--- config.mk ---
export PLATFORM = sky130hd
export DESIGN_NAME = rf_cmd_sequencer
export DESIGN_NICKNAME = d
export VERILOG_FILES = /design/src/rtl/rf_cmd_sequencer.sv
export SDC_FILE = /design/constraint.sdc
export NUM_CORES = 1
export LEC_CHECK = 0
export ABC_CLOCK_PERIOD_IN_PS = 7290
export CORE_ASPECT_RATIO = 1.2
export CORE_MARGIN = 2
export CORE_UTILIZATION = 50
export DETAILED_ROUTE_END_ITERATION = 8
export HOLD_SLACK_MARGIN = 0.03
export PLACE_DENSITY = 0.76
export SLEW_MARGIN = 20
export SYNTH_ARGS = -nofsm -noshare
export SYNTH_HDL_FRONTEND = slang
export SYNTH_SLANG_ARGS = --single-unit
--- constraint.sdc ---
create_clock -name clk -period 7.29 [get_ports clk]
set_input_delay 1.0935 -clock clk [delete_from_list [all_inputs] [get_ports clk]]
set_output_delay 1.0935 -clock clk [all_outputs]
set_load 0.005 [all_outputs]
--- src/rtl/rf_cmd_sequencer.sv ---
// Queues host commands and issues them one at a time to the 8-entry register file; 3 cycles accept-to-response.
// cmd_ready drops while the FIFO is full; the response is held stable until the host asserts rsp_ready.
module rf_cmd_sequencer #(
    parameter int DATA_W     = 8,
    parameter int ADDR_W     = 3,
    parameter int FIFO_DEPTH = 4
) (
    input  logic                        clk,
    input  logic                        reset,
    input  logic                        cmd_valid,
    output logic                        cmd_ready,
    input  logic [1:0]                  cmd_op,
    input  logic [ADDR_W-1:0]           cmd_addr,
    input  logic [DATA_W-1:0]           cmd_data,
    output logic                        rf_wr,
    output logic                        rf_rd,
    output logic [ADDR_W-1:0]           rf_addr,
    output logic [DATA_W-1:0]           rf_din,
    input  logic [DATA_W-1:0]           rf_dout,
    input  logic                        rf_error,
    output logic                        rsp_valid,
    input  logic                        rsp_ready,
    output logic [1:0]                  rsp_op,
    output logic [ADDR_W-1:0]           rsp_addr,
    output logic [DATA_W-1:0]           rsp_data,
    output logic                        rsp_error,
    output logic [$clog2(FIFO_DEPTH):0] fifo_count,
    output logic [7:0]                  err_cnt
);

    localparam int PTR_W = $clog2(FIFO_DEPTH);
    localparam int CNT_W = PTR_W + 1;

    typedef struct packed {
        logic [1:0]        op;
        logic [ADDR_W-1:0] addr;
        logic [DATA_W-1:0] data;
    } cmd_t;

    typedef enum logic [1:0] {IDLE, ISSUE, CAPT, RESP} state_t;

    cmd_t             mem [FIFO_DEPTH];
    cmd_t             push_ent;
    cmd_t             issue;
    logic [PTR_W-1:0] wr_ptr;
    logic [PTR_W-1:0] rd_ptr;
    logic             push;
    logic             pop;
    logic             fifo_empty;
    state_t           state;
    state_t           state_nxt;

    // Nops are handshaken but never queued; read commands carry no write data.
    assign cmd_ready  = (fifo_count < CNT_W'(FIFO_DEPTH));
    assign push       = cmd_valid && cmd_ready && (cmd_op != 2'b00);
    assign fifo_empty = (fifo_count == '0);
    assign push_ent   = '{op: cmd_op, addr: cmd_addr, data: (cmd_op[0] ? cmd_data : '0)};

    assign rf_addr = issue.addr;
    assign rf_din  = issue.data;

    always_comb begin
        state_nxt = state;
        pop       = 1'b0;
        rf_wr     = 1'b0;
        rf_rd     = 1'b0;
        case (state)
            IDLE: begin
                if (!fifo_empty) begin
                    pop       = 1'b1;
                    state_nxt = ISSUE;
                end
            end
            ISSUE: begin
                rf_wr     = issue.op[0];
                rf_rd     = issue.op[1];
                state_nxt = CAPT;
            end
            CAPT: begin
                state_nxt = RESP;
            end
            RESP: begin
                if (rsp_ready) begin
                    if (!fifo_empty) begin
                        pop       = 1'b1;
                        state_nxt = ISSUE;
                    end else begin
                        state_nxt = IDLE;
                    end
                end
            end
            default: state_nxt = IDLE;
        endcase
    end

    always_ff @(posedge clk) begin
        if (push) begin
            mem[wr_ptr] <= push_ent;
        end
    end

    always_ff @(posedge clk) begin
        if (reset) begin
            state      <= IDLE;
            wr_ptr     <= '0;
            rd_ptr     <= '0;
            fifo_count <= '0;
            issue      <= '0;
            rsp_valid  <= 1'b0;
            rsp_op     <= '0;
            rsp_addr   <= '0;
            rsp_data   <= '0;
            rsp_error  <= 1'b0;
            err_cnt    <= '0;
        end else begin
            state <= state_nxt;
            if (push) begin
                wr_ptr <= wr_ptr + PTR_W'(1);
            end
            if (pop) begin
                issue  <= mem[rd_ptr];
                rd_ptr <= rd_ptr + PTR_W'(1);
            end
            if (push && !pop) begin
                fifo_count <= fifo_count + CNT_W'(1);
            end else if (!push && pop) begin
                fifo_count <= fifo_count - CNT_W'(1);
            end
            // rf_dout/rf_error are the file's registered answer to last cycle's strobe.
            if (state == CAPT) begin
                rsp_valid <= 1'b1;
                rsp_op    <= issue.op;
                rsp_addr  <= issue.addr;
                rsp_data  <= issue.op[1] ? rf_dout : '0;
                rsp_error <= rf_error;
                if (rf_error && (err_cnt != 8'hFF)) begin
                    err_cnt <= err_cnt + 8'd1;
                end
            end
            if ((state == RESP) && rsp_ready) begin
                rsp_valid <= 1'b0;
            end
        end
    end

endmodule

==> impl_metrics.csv <==
group,metric,value,unit
routing,ant_nets,0,
logic_synthesis,synth_largest_area_cell,"edfxtp_1",
power_and_ir_drop,switching_power,0.430,mW
power_and_ir_drop,pwr-share-seq,0.495,
power_and_ir_drop,p_per_area,297,mW/mm^2
power_and_ir_drop,swShare,0.302,
sta,holdWs,463,ps
routing,wirelength,6720,um
floorplan,start_util,0.517,
logic_synthesis,yosysSeqAreaShare,0.618,
cells_and_area,insertedDiodeCount,0,
place,dpl.hpwl,4590,um
logic_synthesis,synth-async-reset-ratio,0,
sta,slew_violations,0,
power_and_ir_drop,power,1.43,mW
logic_synthesis,avgSynthCellArea,13.6,sq um
global_route,antenna_found_initial,0,
hold_path,hold_path.startpoint,"rsp_error$_SDFFE_PP0P_",
setup_path,setup.worst_path.start,"rsp_ready",
global_route,grt_max_degree,48,
setup_path,crit_path_end_kind,"flop",
routing,vias,2347,
power_and_ir_drop,power_frac_comb,0.263,
place,port_buffers,65,
cells_and_area,layout-drive-gt1-share,0.0969,
hold_path,whs_path_depth,2,
sta,hold_viol,0,
cells_and_area,final_nets,384,
floorplan,die_y,102,um
sta,fmaxAchievable,0.311,GHz
sta,setup_ws,4070,ps
global_route,first_global_vias,2282,
sta,relSlewSlack,0.323,
sta,post-route-min-period,3220,ps
setup_path,crit_arrival,3520,ps
logic_synthesis,syn_inst,293,
global_route,grt_pass1_wl,10700,um
logic_synthesis,ys.flop_type,"edfxtp_1",
logic_synthesis,synth-edff-count,52,
logic_synthesis,synth.distinct_cells,40,
clock_network,post_cts_resize_count,0,
logic_synthesis,synth_warnings,0,
cells_and_area,area.growth.synth_to_final,20.5,%
run_status,status,"complete, no violations",
floorplan,die-area,0.00870,sq mm
place,place.gp.congestion,0.866,
sta,period_share,0.442,
clock_network,cts_sinks,97,
power_and_ir_drop,leakage,1.65,nW
routing,post-route-drc-count,0,
clock_network,post_cts_buffers,0,
clock_network,cts_buffers,9,
setup_path,reg2reg_slack,4510,ps
clock_network,tritoncts,"done",
clock_network,cts.path.max_buffers,2,
routing,first_iter_violations,100,
setup_path,path_class,"primary input to flop",
sta,skew,11.0,ps
clock_network,h-tree-depth,3,
routing,wl_per_cell,15.2,um
clock_network,ctsHoldBuffers,0,
global_route,grt_remaining_overflow,0,
floorplan,coreArea,0.00771,sq mm
logic_synthesis,syn_area,0.00399,sq mm
clock_network,root_buffer,"clkbuf_8",
sta,finalSetupTns,0,ps
setup_path,rr_worst_depth,10,
sta,worst_pin_slew,1010,ps
floorplan,die_w,85.5,um
cells_and_area,fill_cells,604,
clock_network,clock_latency,370,ps
hold_path,min_path_type,"flop to flop",
global_route,gr-usage-all-layers,0.162,
logic_synthesis,synth_nets,331,
floorplan,pin_count,66,
logic_synthesis,synth_top_area_frac,0.392,
run,cap_violations,0,
power_and_ir_drop,power.internal,0.996,mW
sta,finalSetupViolations,0,
routing,via_per_inst,5.30,
logic_synthesis,synth-seq-cells,97,
setup_path,r2r-start,"state[1]$_SDFFE_PP0P_",
place,post-place-ws,3670,ps
setup_path,cp.required,7590,ps
sta,rsz0062_at_grt,"false",
clock_network,clk_pin_slew,100,ps
setup_path,start_kind,"primary input",
setup_path,cp_max_fo,15,
floorplan,rows,35,
routing,drt-pass1-iter-count,4,
logic_synthesis,synthTopCellsByArea,"edfxtp_1 (39%), dfxtp_1 (23%), mux4_2 (7.3%)",
power_and_ir_drop,ir_worst_vdd,0.170,mV
power_and_ir_drop,power.clock.fraction,0.241,
==> cell usage after synthesis, types with 2 or more instances <==
library cell   n
nor3_1         4
nor2_1        42
edfxtp_1      52
xnor2_1        3
clkbuf_1       8
or3_1          3
mux4_2        13
buf_6          2
buf_2          2
a22oi_1        8
dfxtp_1       45
and2_1        15
a31oi_1        2
a211oi_1       3
inv_1          8
nand4_1        2
nand3_1        5
buf_4         11
a21oi_1        7
nand2_1        5
mux2i_1       22
ha_1          11
xor2_1         3
==> power groups by stage <==
| stage | Clock [mW] | Combinational [mW] | Sequential (mW) |
|---|---|---|---|
| 6_report | 0.344 | 0.375 | 0.706 |
| 5_1_grt | 0.374 | 0.410 | 0.718 |
| 4_1_cts | 0.355 | 0.380 | 0.709 |
| 3_5_place_dp | 0 | 0.378 | 0.720 |
| 3_3_place_gp | 0 | 0.367 | 0.718 |
| 2_1_floorplan | 0 | 0.304 | 0.692 |
==> metal layers <==
metal | track usage | vias up | part of all wire
li1 | - | 1156 | -
met1 | 0.193 | 1108 | 0.43
met2 | 0.273 | 70 | 0.49
met3 | 0.0432 | 13 | 0.058
met4 | 0.0818 | 0 | 0.024
met5 | 0 | - | 0
==> worst paths after layout <==
path | end
worst max-delay path | fifo_count[2]$_SDFFE_PP0P_
worst min-delay path | rsp_error$_SDFFE_PP0P_
worst max register to register | fifo_count[2]$_SDFFE_PP0P_
worst min register to register | rsp_error$_SDFFE_PP0P_
==> worst max-delay path: stages <==
cell             delay [ps]
clkdlybuf4s50_1         510
a21oi_1                 130
nor3_4                  670
inv_1                   110
ha_1                    240
inv_1                    70
fa_1                    180
xor2_1                   80
or3_1                   310
a21oi_1                 140
==> cell usage in the layout (no fill, tap or decap), types with 2 or more instances in the layout <==
cell             netlist  layout
and2_1                15      15
nand4_1                2       2
clkinv_4               0       2
ha_1                  11      11
mux2i_1               22      22
mux4_2                13      13
xnor2_1                3       3
nor3_1                 4       4
clkbuf_8               0       9
inv_8                  0       2
clkdlybuf4s50_1        0      65
edfxtp_1              52      52
or3_1                  3       3
nor2_1                42      42
a211oi_1               3       3
inv_1                  8       8
nand2_1                5       5
dfxtp_1               45      45
a22oi_1                8       8
clkinv_8               0       2
a21oi_1                7       7
nand3_1                5       5
a31oi_1                2       2
xor2_1                 3       3
==> flip-flops by register name (all words and copies together), names as in the netlist <==
signal / cells
state: 2
mem: 52
issue: 2
rf_addr: 3
err_cnt: 8
rsp_error: 1
rsp_valid: 1
rd_ptr: 2
rsp_addr: 3
rsp_data: 8
fifo_count: 3
rf_din: 8
wr_ptr: 2
rsp_op: 2
==> cell families (layout without fill, tap and decap cells) <==
logic type	after synthesis	in the layout	synth area share
mux	36	36	0.132
flops	97	97	0.618
fa+ha+maj	12	12	0.0396
compound gates	25	25	0.0424
buf+inv	33	91	0.0487
xor+xnor	6	6	0.0132
simple gates	84	84	0.107
==> per-stage QoR <==
stage	area (sq um)	utilization	cells
after floorplan	3990	-	293
after global placement	4600	0.597	427
after detailed placement	4600	0.597	427
after CTS	4800	0.623	443
after global routing	4800	0.623	443
final	4800	0.623	443
==> area by class of cell <==
cell class | count | area [sq um] | share of cell area
multi-input combinational | 163 | 1330 | 0.277
inverter | 9 | 33.8 | 0.00703
sequential | 97 | 2460 | 0.513
timing repair buffer | 66 | 658 | 0.137
clock buffer | 9 | 124 | 0.0258
tap | 92 | 115 | 0.0240
clock inverter | 7 | 81.3 | 0.0169
No activity file was read; power rests on OpenSTA's default activity.
